### config.mk
export PLATFORM = sky130hd
export DESIGN_NAME = dac_serial_rx
export DESIGN_NICKNAME = d
export VERILOG_FILES = /design/src/rtl/nimplus_pkg.sv /design/src/rtl/bit_sync.sv /design/src/rtl/dac_serial_rx.sv
export SDC_FILE = /design/constraint.sdc
export NUM_CORES = 1
export LEC_CHECK = 0
export ABC_AREA = 1
export CAP_MARGIN = 20
export CORE_MARGIN = 4
export CORE_UTILIZATION = 28
export CTS_BUF_LIST = sky130_fd_sc_hd__clkbuf_8 sky130_fd_sc_hd__clkbuf_16
export CTS_CLUSTER_DIAMETER = 100
export DETAILED_ROUTE_END_ITERATION = 8
export GPL_TIMING_DRIVEN = 0
export SETUP_SLACK_MARGIN = 0.4
export SLEW_MARGIN = 20
export SYNTH_ARGS = -nofsm -noshare
export SYNTH_HDL_FRONTEND = slang
export SYNTH_SLANG_ARGS = --single-unit
### constraint.sdc
create_clock -name clk -period 1.39 [get_ports clk]
set_input_delay 0.3475 -clock clk [delete_from_list [all_inputs] [get_ports clk]]
set_output_delay 0.3475 -clock clk [all_outputs]
set_load 0.03 [all_outputs]
### src/rtl/nimplus_pkg.sv
// Shared constants and types for the DAC serial programming-port receiver.
package nimplus_pkg;

  // Bits in one DAC programming frame.
  localparam int unsigned DAC_FRAME_BITS = 24;

  // Receiver frame state.
  typedef enum logic [0:0] {
    IDLE  = 1'b0,
    SHIFT = 1'b1
  } rx_state_t;

endpackage

### src/rtl/bit_sync.sv
// Two-flop synchronizer for one asynchronous input bit.
module bit_sync #(
  parameter logic RESET_VAL = 1'b0
) (
  input  logic clk,
  input  logic reset_n,
  input  logic d_i,
  output logic q_o
);

  logic meta_q;
  logic sync_q;

  // Two back-to-back flops; reset to the line's idle level so no false edge follows reset.
  always_ff @(posedge clk or negedge reset_n) begin
    if (!reset_n) begin
      meta_q <= RESET_VAL;
      sync_q <= RESET_VAL;
    end else begin
      meta_q <= d_i;
      sync_q <= meta_q;
    end
  end

  assign q_o = sync_q;

endmodule

### src/rtl/dac_serial_rx.sv
// Receives DAC programming frames (nsync/sclk/din, MSB first) in the clk domain and
// presents complete frames through a single-entry valid/ready holding register.
module dac_serial_rx
  import nimplus_pkg::*;
#(
  parameter int unsigned FRAME_BITS = DAC_FRAME_BITS,
  parameter int unsigned CNT_W      = 16
) (
  input  logic                  clk,
  input  logic                  reset_n,
  input  logic                  dac_ser_clk,
  input  logic                  dac_nsync,
  input  logic                  dac_din,
  output logic [FRAME_BITS-1:0] word_out,
  output logic                  word_valid,
  input  logic                  word_ready,
  output logic                  frame_err,
  output logic                  overflow,
  input  logic                  clr_overflow,
  output logic [CNT_W-1:0]      frame_count
);

  // Counter must represent FRAME_BITS+1 so long frames remain distinguishable.
  localparam int unsigned BcntW = $clog2(FRAME_BITS + 2);
  localparam logic [BcntW-1:0] BcntFull = BcntW'(FRAME_BITS);
  localparam logic [BcntW-1:0] BcntSat  = BcntW'(FRAME_BITS + 1);

  logic sclk_s, nsync_s, din_s;
  logic sclk_prev_q, nsync_prev_q;
  logic sclk_fall, nsync_fall, nsync_rise;

  rx_state_t             state_q, state_d;
  logic [FRAME_BITS-1:0] shreg_q, shreg_d;
  logic [BcntW-1:0]      bcnt_q, bcnt_d;
  logic                  close_good_q, close_good_d;
  logic                  close_bad_q, close_bad_d;

  logic [FRAME_BITS-1:0] word_out_q, word_out_d;
  logic                  word_valid_q, word_valid_d;
  logic                  overflow_q, overflow_d;
  logic [CNT_W-1:0]      frame_count_q, frame_count_d;
  logic                  load;

  bit_sync #(.RESET_VAL(1'b1)) u_sync_sclk (
    .clk     (clk),
    .reset_n (reset_n),
    .d_i     (dac_ser_clk),
    .q_o     (sclk_s)
  );

  bit_sync #(.RESET_VAL(1'b1)) u_sync_nsync (
    .clk     (clk),
    .reset_n (reset_n),
    .d_i     (dac_nsync),
    .q_o     (nsync_s)
  );

  bit_sync #(.RESET_VAL(1'b0)) u_sync_din (
    .clk     (clk),
    .reset_n (reset_n),
    .d_i     (dac_din),
    .q_o     (din_s)
  );

  assign sclk_fall  = sclk_prev_q & ~sclk_s;
  assign nsync_fall = nsync_prev_q & ~nsync_s;
  assign nsync_rise = ~nsync_prev_q & nsync_s;

  // Previous synchronized samples for edge detection.
  always_ff @(posedge clk or negedge reset_n) begin
    if (!reset_n) begin
      sclk_prev_q  <= 1'b1;
      nsync_prev_q <= 1'b1;
    end else begin
      sclk_prev_q  <= sclk_s;
      nsync_prev_q <= nsync_s;
    end
  end

  // Frame FSM: open on nsync fall, shift on sclk fall, judge bit count on nsync rise.
  always_comb begin
    state_d      = state_q;
    shreg_d      = shreg_q;
    bcnt_d       = bcnt_q;
    close_good_d = 1'b0;
    close_bad_d  = 1'b0;
    unique case (state_q)
      IDLE: begin
        if (nsync_fall) begin
          state_d = SHIFT;
          shreg_d = '0;
          bcnt_d  = '0;
        end
      end
      SHIFT: begin
        if (nsync_rise) begin
          // An sclk fall coinciding with the close is deliberately dropped.
          state_d      = IDLE;
          close_good_d = (bcnt_q == BcntFull);
          close_bad_d  = (bcnt_q != BcntFull);
        end else if (sclk_fall) begin
          shreg_d = {shreg_q[FRAME_BITS-2:0], din_s};
          if (bcnt_q != BcntSat) begin
            bcnt_d = bcnt_q + 1'b1;
          end
        end
      end
      default: state_d = IDLE;
    endcase
  end

  // Holding register, overflow flag and good-frame counter, driven by the registered close.
  always_comb begin
    load          = close_good_q & (~word_valid_q | word_ready);
    word_out_d    = load ? shreg_q : word_out_q;
    word_valid_d  = word_valid_q;
    if (load) begin
      word_valid_d = 1'b1;
    end else if (word_valid_q && word_ready) begin
      word_valid_d = 1'b0;
    end
    // A new drop wins over a same-cycle clear.
    overflow_d    = (close_good_q & ~load) | (overflow_q & ~clr_overflow);
    frame_count_d = frame_count_q + CNT_W'(close_good_q);
  end

  // State and datapath registers.
  always_ff @(posedge clk or negedge reset_n) begin
    if (!reset_n) begin
      state_q       <= IDLE;
      shreg_q       <= '0;
      bcnt_q        <= '0;
      close_good_q  <= 1'b0;
      close_bad_q   <= 1'b0;
      word_out_q    <= '0;
      word_valid_q  <= 1'b0;
      overflow_q    <= 1'b0;
      frame_count_q <= '0;
    end else begin
      state_q       <= state_d;
      shreg_q       <= shreg_d;
      bcnt_q        <= bcnt_d;
      close_good_q  <= close_good_d;
      close_bad_q   <= close_bad_d;
      word_out_q    <= word_out_d;
      word_valid_q  <= word_valid_d;
      overflow_q    <= overflow_d;
      frame_count_q <= frame_count_d;
    end
  end

  assign word_out    = word_out_q;
  assign word_valid  = word_valid_q;
  assign frame_err   = close_bad_q;
  assign overflow    = overflow_q;
  assign frame_count = frame_count_q;

endmodule

* Yosys cells after proc, flatten, opt, wreduce, memory -nomap -nowiden
Cells that the tools add are included.
** Word-level totals
- Register bits :: 82
- Input bits :: 7
- Output and inout bits :: 43
- Logic and storage cells :: 63
** Operators by class
- $add $sub $neg :: 2
- Equal/unequal tests :: 7
- Muxes and demuxes :: 18
- Bitwise logic cells :: 15
- Reduce and logical (&&, ||, !) cells :: 4
** Operators by type and width (count)
- 24-bit 2-to-1 mux :: 3
- 24-bit case mux with 2 select lines :: 1
- 5-bit 2-to-1 mux :: 4
- 16-bit by 1-bit adder with 16-bit output :: 1
- 5-bit != test, second input constant :: 2
- 5-bit case mux with 2 select lines :: 1
- 1-bit 2-to-1 mux :: 8
- 1-bit inverter :: 7
- 1-bit AND :: 6
- 2-bit != test, second input constant :: 3
- 5-bit by 1-bit adder with 5-bit output, second input constant :: 1
- 5-bit equality test, second input constant :: 1
- 4-bit AND reduction :: 1
- 3-bit AND reduction :: 1
- 2-bit by 1-bit != test with 1-bit output, second input constant :: 1
- 1-bit OR :: 2
- 1-bit case mux with 2 select lines :: 1
- 2-bit nonzero test :: 1
- 1-bit logical AND :: 1

* Logic depth before layout (Yosys ltp)
- Word-level depth :: 6
- Depth in mapped cells :: 8

* Cells and area by module
From an unflattened synthesis, not the netlist that was laid out.
** Second synthesis, totals
- Cell total of the unflattened synthesis :: 377
- Area, all modules :: 3408.3 um^2
** Modules (own cells, without submodules)
- dac_serial_rx :: times used 1, cells an instance 371, area an instance 3253.1 um^2
- bit_sync (u_sync_nsync ...) :: times used 2, cells an instance 2, area an instance 52.6 um^2
- bit_sync (u_sync_din) :: times used 1, cells an instance 2, area an instance 50.0 um^2

* Least setup slack after synthesis
Ideal clock, no wire load.
- Path type :: register -> register
- Start :: reg frame_count_q[0] (netlist: frame_count[0])
- End :: reg frame_count_q[12] (netlist: frame_count[12])
- Arrival time :: 1.543 ns
- Path slack :: -0.276 ns
- Cell stages (with the launch flop) :: 8
- Period minus slack after synthesis :: 1.666 ns
- Cell sequence :: dfrtp_1 > ha_1 > ha_1 > nand3_1 > nor2_1 > nand2_1 > o21ai_0 > nand2_1
** Between the ends
- Cells in the longest elaborated chain, start to end :: 1
** Ends and longest elaborated chain
- start, declared :: line dac_serial_rx.sv:41 : logic [CNT_W-1:0] frame_count_q, frame_count_d;
- start signal, assigned :: line dac_serial_rx.sv:148 : frame_count_q <= frame_count_d;
- 16-bit by 1-bit adder with 16-bit output :: line dac_serial_rx.sv:124 : frame_count_d = frame_count_q + CNT_W'(close_good_q);
- net frame_count_d[12] :: line dac_serial_rx.sv:41
The timed path passes the listed nets, and every way through them passes these cells.
A chain may end at the register's enable or synchronous reset.

* Worst setup path in the final report
- Start :: reg nsync_prev_q
- End :: reg shreg_q[22]
** Between the ends
- Cells in the longest elaborated chain, start to end :: 4
- Elaborated cells on any way between the ends :: 6
- Classes of those cells :: eq/ne: 2; bitwise: 3; reduce/logical: 1
** Ends and longest elaborated chain
- start, declared :: line dac_serial_rx.sv:29 : logic sclk_prev_q, nsync_prev_q;
- start signal, assigned :: line dac_serial_rx.sv:76 : nsync_prev_q <= nsync_s;
- 1-bit inverter :: line dac_serial_rx.sv:67 : assign nsync_rise = ~nsync_prev_q & nsync_s;
- 1-bit AND :: line dac_serial_rx.sv:67
- 2-bit != test (no line)
- 3-bit AND reduction (no line) (*)
- end signal, assigned :: line dac_serial_rx.sv:141 : shreg_q <= shreg_d;
- end, declared :: line dac_serial_rx.sv:33 : logic [FRAME_BITS-1:0] shreg_q, shreg_d;
Every way passes the cells marked *; elsewhere a longest branch is shown, timed or not.

==> results.yml <==
sta:
  slew_viol_final: 0
  rsz0062_at_grt: "true"
  finalHoldViolations: 29
  fin_tns_setup_ns: -0.0283
  slew_headroom_pct: 72.6
  max_slew.worst_pin.slew_ns: 0.412
  fin_crit_ns: 1.40
  setup_viol: 4
  final.setup.worst_slack_ns: -0.00989
  fmax_ghz: 0.714
  hold_ws_ns: -0.0612
  fin_skew_ns: 0.00881
  min_period_over_period_pct: 101
logic_synthesis:
  synthesis.area_mm2: 0.00341
  synth_common_cells: "nand2_1 (152), dfrtp_1 (76), nand3_1 (34), nor2_1 (22), inv_1 (20)"
  syn_inst: 378
  async_flop_share_pct: 100
  synth_most_common_cell: "nand2_1"
  synth_top_area_share_pct: 55.7
  synthDistinctLibCells: 23
  synth_top_flop_cell: "dfrtp_1"
  yosys.area.top_type: "dfrtp_1"
  synth_area_leaders: "dfrtp_1 (56%), nand2_1 (17%), nand3_1 (5.0%), dfstp_2 (4.6%), nor2_1 (2.4%)"
  synth_edf_count: 0
  synth_area_per_cell_um2: 9.03
  yosysWarnings: 0
  ys_ff_latch: 82
  ys_seq_area_share_pct: 60.3
  synth_fp_nets: 390
placed_design:
  place_area_mm2: 0.00423
  hpwl_um: 5050
  portBuffers: 49
  place_congestion: 0.765
global_route:
  grt_max_degree: 54
  grt_use_total_pct: 11.7
  grt_pass1_wl_um: 13500
  grt_pass1_vias: 2872
  grt-ovfl-total: 0
  antenna_found_initial: 0
clock_network:
  root_buffer: "clkbuf_16"
  cts_buffers: 9
  h-tree-depth: 3
  cts.path.max_buffers: 2
  path_clk_slew_ns: 0.06
  cts_tree: "yes"
  cts_sinks: 82
  clk_latency_ns: 0.34
critical_path:
  path_buf_inv: 2
  crit_fanout: 8
  critPathArrivalTime_ns: 1.63
  slowest_delay_ns: 0.57
  crit_family: "flip-flops"
  path_cells: "nand2_4 -> a21oi_4 -> nand2_2 -> buf_8 -> buf_8 -> nand2_1 -> o21ai_1"
  critPathKind: "reg2reg"
  end_kind: "flop"
  cp.required_ns: 1.62
  startpoint_type: "flop"
  cpMostUsedCell: "buf_8"
  slowest_stage: "dfstp_2"
finish:
  design_area_mm2: 0.00587
  drive_above_1_share_pct: 57.3
  nets: 518
  area_delta_synth_final_pct: 72.1
  final_util_pct: 49.1
  num_antenna_cells: 0
floorplanning:
  io_pins: 50
  placementRows: 40
  core-area_mm2: 0.0120
  die_area_mm2: 0.0140
  die_h_um: 118
  initial_core_util_pct: 28.5
  die_x_um: 118
detailed_routing:
  wl_met1_um: 3700
  drtAntennaViolNets: 0
  met3_length_um: 374
  wl_met2_um: 4170
  dr.pass1.iters: 4
  maxUsedRoutingLayer: "met4"
  wl_per_cell_um: 12.8
  drt-vias-per-instance: 4.54
  wl_um: 8410
  dr.first_iter.drc_count: 150
  drc: 0
  num_vias: 2989
run_status:
  violations: "negative hold slack, negative setup slack"
  status: "finished with violations"
pwr:
  p_total_mw: 5.48
  power_density_mw_per_mm2: 933
  leakagePower_nw: 2.83
  peakVddDrop_uv: 539
worst_hold_path:
  hold_class: "in2async"
job:
  maxCapViolations: 0
metrics by stage:
stage / worst slack, ns / hold slack (ns) / cells
CTS: 0.000867 / -0.0511 / 633
global placement: -3.26 / 0.332 / 574
floorplan: 0.0498 / 0.0519 / 378
detailed placement: -0.0950 / 0.309 / 575
global route: -0.0685 / -0.0332 / 658
finish: -0.00989 / -0.0612 / 658
cell families after synthesis:
| group | share of synthesized area (%) |
|---|---|
| AOI/OAI and AO/OA | 4.84 |
| adders and majority gates | 1.83 |
| buffers and inverters | 4.88 |
| DFF | 60.3 |
| and+or+nand+nor | 26.1 |
| xor gates and xnor gates | 2.05 |
sequential cells by signal, indices dropped and copies added (netlist names):
| signal | cells |
|---|---|
| bcnt_q | 5 |
| close_good_q | 1 |
| word_out | 24 |
| u_sync_sclk.meta_q | 1 |
| u_sync_sclk.q_o | 1 |
| u_sync_nsync.meta_q | 1 |
| word_valid | 1 |
| u_sync_nsync.q_o | 1 |
| shreg_q | 24 |
| u_sync_din.q_o | 1 |
| frame_err | 1 |
| state_q | 1 |
| frame_count | 16 |
| sclk_prev_q | 1 |
| nsync_prev_q | 1 |
| u_sync_din.meta_q | 1 |
| overflow | 1 |
final timing paths:
kind                                                  start                            to  slack [ns]  cells past startpoint
worst max-delay path                 nsync_prev_q$_DFF_PN1_       shreg_q[22]$_DFFE_PN0P_       -0.01                      7
worst max register to register       nsync_prev_q$_DFF_PN1_       shreg_q[22]$_DFFE_PN0P_       -0.01                      7
max in group asynchronous                           reset_n  u_sync_sclk.meta_q$_DFF_PN1_        0.81                      2
worst min register to register  u_sync_din.meta_q$_DFF_PN0_      u_sync_din.q_o$_DFF_PN0_        0.35                      0
min in group clk                u_sync_din.meta_q$_DFF_PN0_      u_sync_din.q_o$_DFF_PN0_        0.35                      0
worst min-delay path                                reset_n      word_out[16]$_DFFE_PN0P_       -0.06                      1
final cells by class:
type | instances | area [um^2]
repair buffers | 117 | 1220
plain buffers | 15 | 225
multi-input cells | 260 | 1790
well taps | 147 | 184
clock buffers | 10 | 239
inverters | 21 | 86.3
flip-flops and latches | 82 | 2070
fillers | 1071 | 6090
clock inverters | 6 | 65.1
placed cells by master, fill, tap and decap left out, drive strengths merged:
cell             n
nand4            4
clkinvlp         1
xor2             4
o22ai            1
clkdlybuf4s50    5
nor2            22
buf            119
clkbuf          18
nand3b           4
a21oi            1
nor3             1
dfrtp           76
xnor2            4
inv             22
o21ai           27
and2             1
bufinv           1
ha               5
dfstp            6
nand3           34
clkinv           3
nand2          152
metal layers:
metal	GRT usage, %	vias to the layer above
li1	-	1464
met1	14.8	1450
met2	19.1	64
met3	2.73	11
met4	5.36	0
met5	0	-
timing repair:
action / CTS / global route
endpoints found under the setup margin: 113 / 115
pin swaps: 17 / 29
gates resized for setup: 413 / 77
setup buffers: 39 / 22
gates cloned: 3 / 3
endpoints found under the hold margin: 29 / 29
power by group:
| group | internal, mW | switching, mW |
|---|---|---|
| clock network | 1.44 | 0.964 |
| registers | 2.45 | 0.0703 |
| logic | 0.248 | 0.308 |
Power figures use the tool's default switching activity.
